--- config.mk ---
export PLATFORM = sky130hd
export DESIGN_NAME = uart_rx_status_fifo
export DESIGN_NICKNAME = d
export VERILOG_FILES = /design/src/rtl/uart_rx_status_fifo.sv
export SDC_FILE = /design/constraint.sdc
export NUM_CORES = 1
export LEC_CHECK = 0
export CAP_MARGIN = 25
export CORE_MARGIN = 4
export CORE_UTILIZATION = 50
export DETAILED_ROUTE_END_ITERATION = 7
export HOLD_SLACK_MARGIN = 0.08
export PLACE_DENSITY = 0.67
export SLEW_MARGIN = 20
export SYNTH_ARGS = -nofsm -noshare
export SYNTH_HDL_FRONTEND = slang
export SYNTH_SLANG_ARGS = --single-unit
--- constraint.sdc ---
create_clock -name clk -period 4.7 [get_ports clk]
set_clock_uncertainty 0.2 [all_clocks]
set_input_delay 0.705 -clock clk [delete_from_list [all_inputs] [get_ports clk]]
set_output_delay 0.705 -clock clk [all_outputs]
set_load 0.01 [all_outputs]
--- src/rtl/uart_rx_status_fifo.sv ---
// uart_rx_status_fifo: receive character buffer between the UART RX core and the LSU/CSR read port.
// Each entry is stored as {frame_err, overrun_err, data}. A read produces registered rd_data plus a
// one-cycle rd_valid strobe. Status outputs: count, empty, full, almost_full, sticky overflow, err_pending.
// Ports: clk/reset (async, active-high); write side wr_en/wr_data/wr_frame_err/wr_overrun_err;
//        read side rd_en -> rd_data/rd_valid; control flush, clr_overflow; status count/empty/full/
//        almost_full/overflow/err_pending.
// DEPTH must be a power of two >= 2 and AF_LEVEL must lie in 1..DEPTH; neither is checked here.
module uart_rx_status_fifo #(
   parameter int DATA_W   = 8,
   parameter int DEPTH    = 16,
   parameter int AF_LEVEL = 12
) (
   input  logic                     clk,
   input  logic                     reset,
   input  logic                     wr_en,
   input  logic [DATA_W-1:0]        wr_data,
   input  logic                     wr_frame_err,
   input  logic                     wr_overrun_err,
   input  logic                     rd_en,
   input  logic                     flush,
   input  logic                     clr_overflow,
   output logic [DATA_W+1:0]        rd_data,
   output logic                     rd_valid,
   output logic [$clog2(DEPTH):0]   count,
   output logic                     empty,
   output logic                     full,
   output logic                     almost_full,
   output logic                     overflow,
   output logic                     err_pending
);

   localparam int AW = $clog2(DEPTH);
   localparam int CW = AW + 1;
   localparam int EW = DATA_W + 2;

   logic [EW-1:0] mem [DEPTH];
   logic [AW-1:0] wr_ptr;
   logic [AW-1:0] rd_ptr;
   logic [CW-1:0] err_cnt;
   logic [EW-1:0] rd_entry;
   logic          rd_acc;
   logic          wr_acc;
   logic          wr_drop;
   logic          wr_tag;
   logic          rd_tag;

   assign empty       = (count == '0);
   assign full        = (count == CW'(DEPTH));
   assign almost_full = (count >= CW'(AF_LEVEL));
   assign err_pending = (err_cnt != '0);

   assign rd_entry = mem[rd_ptr];
   assign rd_tag   = rd_entry[EW-1] | rd_entry[EW-2];
   assign wr_tag   = wr_frame_err | wr_overrun_err;

   // A read on an empty buffer is ignored even if a write lands in the same cycle (no fall-through).
   // A write into a full buffer is accepted when a read frees a slot in the same cycle.
   assign rd_acc  = rd_en && !empty && !flush;
   assign wr_acc  = wr_en && (!full || rd_acc) && !flush;
   assign wr_drop = wr_en && full && !rd_acc && !flush;

   // Storage has no reset; after reset or flush the stale entries are unreachable via the pointers.
   always_ff @(posedge clk) begin
      if (wr_acc) begin
         mem[wr_ptr] <= {wr_frame_err, wr_overrun_err, wr_data};
      end
   end

   always_ff @(posedge clk or posedge reset) begin
      if (reset) begin
         wr_ptr   <= '0;
         rd_ptr   <= '0;
         count    <= '0;
         err_cnt  <= '0;
         rd_data  <= '0;
         rd_valid <= 1'b0;
         overflow <= 1'b0;
      end else if (flush) begin
         // overflow and rd_data intentionally survive a flush
         wr_ptr   <= '0;
         rd_ptr   <= '0;
         count    <= '0;
         err_cnt  <= '0;
         rd_valid <= 1'b0;
      end else begin
         rd_valid <= rd_acc;
         if (rd_acc) begin
            rd_data <= rd_entry;
            rd_ptr  <= rd_ptr + AW'(1);
         end
         if (wr_acc) begin
            wr_ptr <= wr_ptr + AW'(1);
         end

         case ({wr_acc, rd_acc})
            2'b10:   count <= count + CW'(1);
            2'b01:   count <= count - CW'(1);
            default: ;
         endcase

         // Tagged entries in and out in the same cycle cancel out.
         case ({wr_acc && wr_tag, rd_acc && rd_tag})
            2'b10:   err_cnt <= err_cnt + CW'(1);
            2'b01:   err_cnt <= err_cnt - CW'(1);
            default: ;
         endcase

         // A drop in the same cycle as clr_overflow keeps the flag set.
         if (wr_drop) begin
            overflow <= 1'b1;
         end else if (clr_overflow) begin
            overflow <= 1'b0;
         end
      end
   end

endmodule

==> metrics.cfg, run 1 <==
[global_route]
track_usage=0.190
grt-ovfl-total=0
grt_pass1_vias=4043
antenna_found_initial=0
grt_max_degree=31
grt_pass1_wl_um=24600

[clocking]
cts.clk_slew.worst_paths_ps=70
numCtsBuffers=17
cts_buffer_depth=2
htreeDepth=4
clkLatencyLatePin_ps=430
cts_hold_buf=0
cts_resized=0
cts_tree=built
clockRootBuffer=clkbuf_16
postCtsSetupBuffers=0
cts.sinks=190

[critical_path]
r2r_setup_slack_ps=1060
crit_path_start=count[0]
slowest_delay_ps=600
crit_required_ps=4850
startpoint_type=flip-flop
cp_max_fo=14
critPathKind=flip-flop to flip-flop
cp-endpoint=err_cnt[4]
end_kind=flip-flop
reg2reg_from=count[0]
cp.arrival_ps=3800
path_cells=or4_4 > o211ai_2 > inv_2 > o211ai_2 > a21o_4 > inv_1 > ha_1 > a21o_1 > a21oi_1 > mux2i_1 > mux2i_1
r2r_end=err_cnt[4]
reg2reg_depth=11
cpMaxStageDelayCell=or4_4

[timing]
hold_violations=0
max_freq_mhz=274
period_minus_slack_ps=3640
rsz0062_at_grt=no
slew_headroom=0.461
setup_tns_ps=0
tightestPinTransition_ps=809
slew_viol_final=0
finalSetupViolCount=0
setup_ws_ps=1060
finalCritPeriodShare=0.775
hold_ws_ps=286

[synth]
ys_seq_area_frac=0.708
synth_ff_type=edfxtp_1
synth_enable_flop_cells=160
synthesis.instances=429
ys_ff_latch=190
yosysTopAreaCellShare=0.612
syn_nets=458
synth_cell_types=44
async_flop_share=0.158
yosys_warnings=0
syn_area_sq_um=7850
synth_area_leaders=edfxtp_1, mux4_2, dfrtp_1, nand2_1, ha_1
syn_avg_cell_area_sq_um=18.3
yosysTopAreaCell=edfxtp_1

[placed_design]
place_area_sq_um=8500
gp_congestion=0.780
portBuffers=36
post-dp-hpwl_um=9890
place_inst=670
dp_slack_ps=686

[route]
postRouteAntennaNets=0
vias_per_cell=5.63
dr.first_iter.drc_count=355
vias=3944
drc_errors=0
drt_first_pass_iters=4
wl_um=15700
wl_per_cell_um=22.4

[final_layout]
drive_gt1_frac=0.208
finalInstanceArea_sq_um=9040
layout_common_cells=edfxtp_1, mux4_2, nand2_1, clkdlybuf4s50_1, dfrtp_1
antenna_cells=0
final_common_cell=edfxtp_1
syn2layout_area_growth_pct=15.2
finalNonFillerCells=701
fin_nets=507
finalCoreUtilization=0.590

[die]
die_w_um=133
dieArea_sq_um=17800
initial_core_util=0.513
die_h_um=133
fp-row-count=45
core_region_area_sq_um=15300
num_io_pins=37

[pwr]
switchingPower_mw=1.25
p_per_area_nw_per_um2=493
comb_power_share=0.241
power_frac_seq=0.461
intPower_mw=3.20
power_mw=4.45
leakagePower_nw=3.18
pwr-share-clk=0.298
ir_drop_v=0.000259
sw_frac_of_total=0.281

[flow_run]
maxCapViolations=0

[min_path]
hp-class=flip-flop to flip-flop

[outcome]
status=finished, final reports clean

worst min-delay path by stage:
| stage | from | endpoint | slack, ps | cells after the start |
|---|---|---|---|---|
| global placement | rd_data[6] | rd_data[6] | 270 | 2 |
| detailed placement | rd_data[0] | rd_data[0] | 280 | 2 |
| floorplan | err_cnt[4] | err_cnt[4] | 250 | 1 |
| CTS | rd_data[0] | rd_data[0] | 290 | 2 |
| finish | rd_data[0] | rd_data[0] | 290 | 2 |
| global route | rd_data[0] | rd_data[0] | 310 | 2 |
power groups by stage:
stage          clock (mW)  combinational (mW)  sequential, mW
6_report             1.33                1.07            2.06
5_1_grt              1.43                1.18            2.07
4_1_cts              1.35                1.09            2.06
3_5_place_dp            0                1.09            2.09
3_3_place_gp            0                1.07            2.09
2_1_floorplan           0               0.755            2.06
final cells by class:
class,count,area (sq um)
clock inverters,13,110
flip-flops and latches,190,5560
clock buffers,18,429
multi-input cells,199,2150
fillers,1150,6270
repair buffers,49,458
inverters,21,78.8
well taps,211,264
layer usage:
layer / wire length [um] / global-route usage / up-vias
li1: - / - / 1762
met1: 6930 / 0.271 / 2060
met2: 7650 / 0.297 / 114
met3: 1030 / 0.0419 / 8
met4: 115 / 0.0589 / 0
met5: 0 / 0 / -
worst max-delay path, delay by kind of cell, from the launching register on:
kind                     cells  cell delay, ps
AO/OA/AOI/OAI                5            1240
adder cells (fa/ha/maj)      1             320
buffers and inverters        2             330
flip-flops                   1             450
multiplexers                 2             420
AND/OR/NAND/NOR              1             600
Yosys cell counts (3+ instances only):
cell and n:
a21o_1 4, a21oi_1 8, and2_1 8, and3_1 3
buf_2 4, clkbuf_1 12, dfrtp_1 30, edfxtp_1 160
ha_1 11, inv_1 20, mux2i_1 12, mux4_1 5
mux4_2 43, nand2_1 37, nor2_1 22, nor4_1 5
o21ai_0 4, xnor2_1 6, xor2_1 5
registers in the layout (all words and copies together) (netlist names):
register and flops:
rd_data 10, rd_ptr 4, wr_ptr 4, err_cnt 5, mem 160, rd_valid 1, overflow 1, count 5
logic make-up (layout without fill, tap and decap cells):
| family | Yosys count | after routing | share of synthesized area |
|---|---|---|---|
| buffers and inverters | 40 | 101 | 0.0222 |
| AO/OA/AOI/OAI | 28 | 28 | 0.0268 |
| adder cells (fa/ha/maj) | 13 | 13 | 0.0226 |
| AND/OR/NAND/NOR | 85 | 85 | 0.0502 |
| multiplexers | 62 | 62 | 0.158 |
| flip-flops | 190 | 190 | 0.708 |
| XOR/XNOR | 11 | 11 | 0.0123 |
No activity file was read; power rests on OpenSTA's default activity.
==> run 2: changes to the inputs <==
Clock period 4.7 ns to 3.43 ns, I/O delays scaled along.
==> run 2 against run 1 <==
Effect of this change:
- final cell count increased by 4.4%
- utilization up 2.5 points
- sequential share of layout area is 2.5 points lower
- register-to-register slack worse by 860 ps
- sequential power increased by 34%
- non-clock buffer count increased by 30
- critical path depth fell by 1
- clock power is 63% higher
- total power is 46% higher
- global-route usage is 0.67 points higher
- maximum frequency increased by 13%
- critical path type unchanged
- critical endpoint unchanged
- largest power group unchanged
==> metrics.cfg, run 2 (same netlist as run 1, synthesis figures left out) <==
[critical_path]
cp.arrival_ps=3390  ; -410 ps
slowest_delay_ps=580  ; -20 ps
critPathKind=flip-flop to flip-flop
cp_max_fo=9  ; -5
cpMaxStageDelayCell=mux4_1
path_cells=mux4_1 > mux2_2 > o211ai_2 > a21o_4 > inv_1 > ha_1 > a21o_1 > a21oi_1 > mux2i_1 > mux2i_1
crit_required_ps=3590  ; -1260 ps
end_kind=flip-flop
crit_path_frequent_cell=mux2i_1
startpoint_type=flip-flop

[final_layout]
fill_cells=1130  ; -1.7%
fin_nets=537  ; +5.9%
final_common_cell=edfxtp_1
layout_common_cells=edfxtp_1, mux4_2, buf_4, nand2_1, clkdlybuf4s50_1
syn2layout_area_growth_pct=20.1
multi_input_area_sq_um=2150  ; unchanged
antenna_cells=0  ; unchanged
top_regs=mem: 160 flops, rd_data: 10 flops
largest_reg_flops=160  ; unchanged
regMostFlops=mem
finalCoreUtilization=0.615  ; +0.0249
register_area_sq_um=5560  ; unchanged
drive_gt1_frac=0.257  ; +0.0490

[clocking]
clkLatencyLatePin_ps=430  ; about the same
cts_tree=built
cts_hold_buf=0  ; unchanged
cts_buffer_depth=2  ; unchanged
htreeDepth=4  ; unchanged
numCtsBuffers=17  ; unchanged
cts.clk_slew.worst_paths_ps=70  ; about the same
clockRootBuffer=clkbuf_16
cts.sinks=190  ; unchanged

[die]
num_io_pins=37  ; unchanged
die_h_um=133  ; unchanged
fp-row-count=45  ; unchanged
initial_core_util=0.513  ; unchanged
core_region_area_sq_um=15300  ; unchanged
dieArea_sq_um=17800  ; unchanged
die_w_um=133  ; unchanged

[timing]
tightestPinTransition_ps=744  ; -64.7 ps
hold_ws_ps=264  ; -22.9 ps
finalCritPeriodShare=0.942  ; +0.167
slew_viol_final=0  ; unchanged
rsz0062_at_grt=no
period_minus_slack_ps=3230  ; -414 ps
finalSetupViolCount=0  ; unchanged
max_freq_mhz=310  ; +13%
hold_violations=0  ; unchanged
setup_tns_ps=0  ; unchanged
slew_headroom=0.503  ; +0.0421

[pwr]
leakagePower_nw=3.40  ; +7.0%
ir_drop_v=0.000493  ; +90%
power_mw=6.52  ; +46%
p_per_area_nw_per_um2=692  ; +40%

[route]
wl_um=16300  ; +3.7%
dr.first_iter.drc_count=314  ; -12%
vias_per_cell=5.57  ; -1.0%
vias=4077  ; +3.4%
drc_errors=0  ; unchanged
wl_per_cell_um=22.3  ; -0.65%
drt_first_pass_iters=4  ; unchanged
postRouteAntennaNets=0  ; unchanged

[outcome]
status=finished, final reports clean

[flow_run]
maxCapViolations=0  ; unchanged

[placed_design]
post-dp-hpwl_um=10700  ; +8.4%
gp_congestion=0.888  ; +14%
portBuffers=36  ; unchanged

[min_path]
hp-class=input pin to asynchronous set/reset pin

[global_route]
grt_pass1_vias=4221  ; +4.4%
grt-ovfl-total=0  ; unchanged
track_usage=0.197  ; +0.00674
grt_pass1_wl_um=25400  ; +3.3%
grt_max_degree=31  ; unchanged
antenna_found_initial=0  ; unchanged

==> run 2: cell count changes in the layout (fill, tap and decap cells not counted) <==
cell | previous run | this run
buf_4 | 13 | 40
bufinv_16 | 0 | 5
buf_12 | 0 | 3
clkinv_4 | 4 | 2
inv_6 | 1 | 3
inv_8 | 4 | 2
clkbuf_1 | 1 | 0
clkinv_2 | 2 | 1
==> run 2: timing repair <==
item | 4_1_cts | 5_1_grt
resized for setup | 0 | 0
endpoints found under the setup margin | 0 | 1
setup buffers | 0 | 3
==> run 2: worst paths after layout <==
kind	from	endpoint	slack, ps	cells past startpoint
min in group clk	rd_data[5]	rd_data[5]	270	2
hold reg to reg	rd_data[5]	rd_data[5]	270	2
setup / recovery	rd_ptr[0]	err_cnt[4]	200	10
max in group asynchronous	reset	rd_ptr[0]	2460	3
setup reg to reg	rd_ptr[0]	err_cnt[4]	200	10
hold / removal	reset	rd_data[7]	260	3
==> run 2: power breakdown <==
part	internal [mW]	switching, mW	leakage, nW
logic	0.844	0.731	1.25
registers	2.65	0.127	1.84
clock network	1.31	0.862	0.320
total	4.80	1.72	3.40
==> run 2: layout make-up <==
class	count	area share
Tap cell	211	0.0280
Multi-Input combinational cell	199	0.228
Clock inverter	15	0.0247
Sequential cell	190	0.590
Timing Repair Buffer	79	0.0765
Inverter	21	0.00836
Clock buffer	17	0.0451
==> run 2: critical path: cells and delay by family, from the launching register on <==
family	cells	cell delay, ps
buffers and inverters	1	80
multiplexers	4	1320
flip-flops	1	480
adder cells (fa/ha/maj)	1	330
AO/OA/AOI/OAI	4	750
==> run 2: layer usage <==
layer	GRT usage	share of wire	vias to the layer above
li1	-	-	1819
met1	0.263	0.42	2115
met2	0.313	0.49	123
met3	0.0498	0.072	20
met4	0.0771	0.019	0
met5	0	0	-
==> run 2: through the flow <==
stage          instances  cell area, sq um  setup slack, ps
2_1_floorplan        429              7850              357
3_3_place_gp         697              8740              155
3_5_place_dp         697              8740             87.6
4_1_cts              729              9400              123
5_1_grt              732              9420             5.58
6_report             732              9420              199
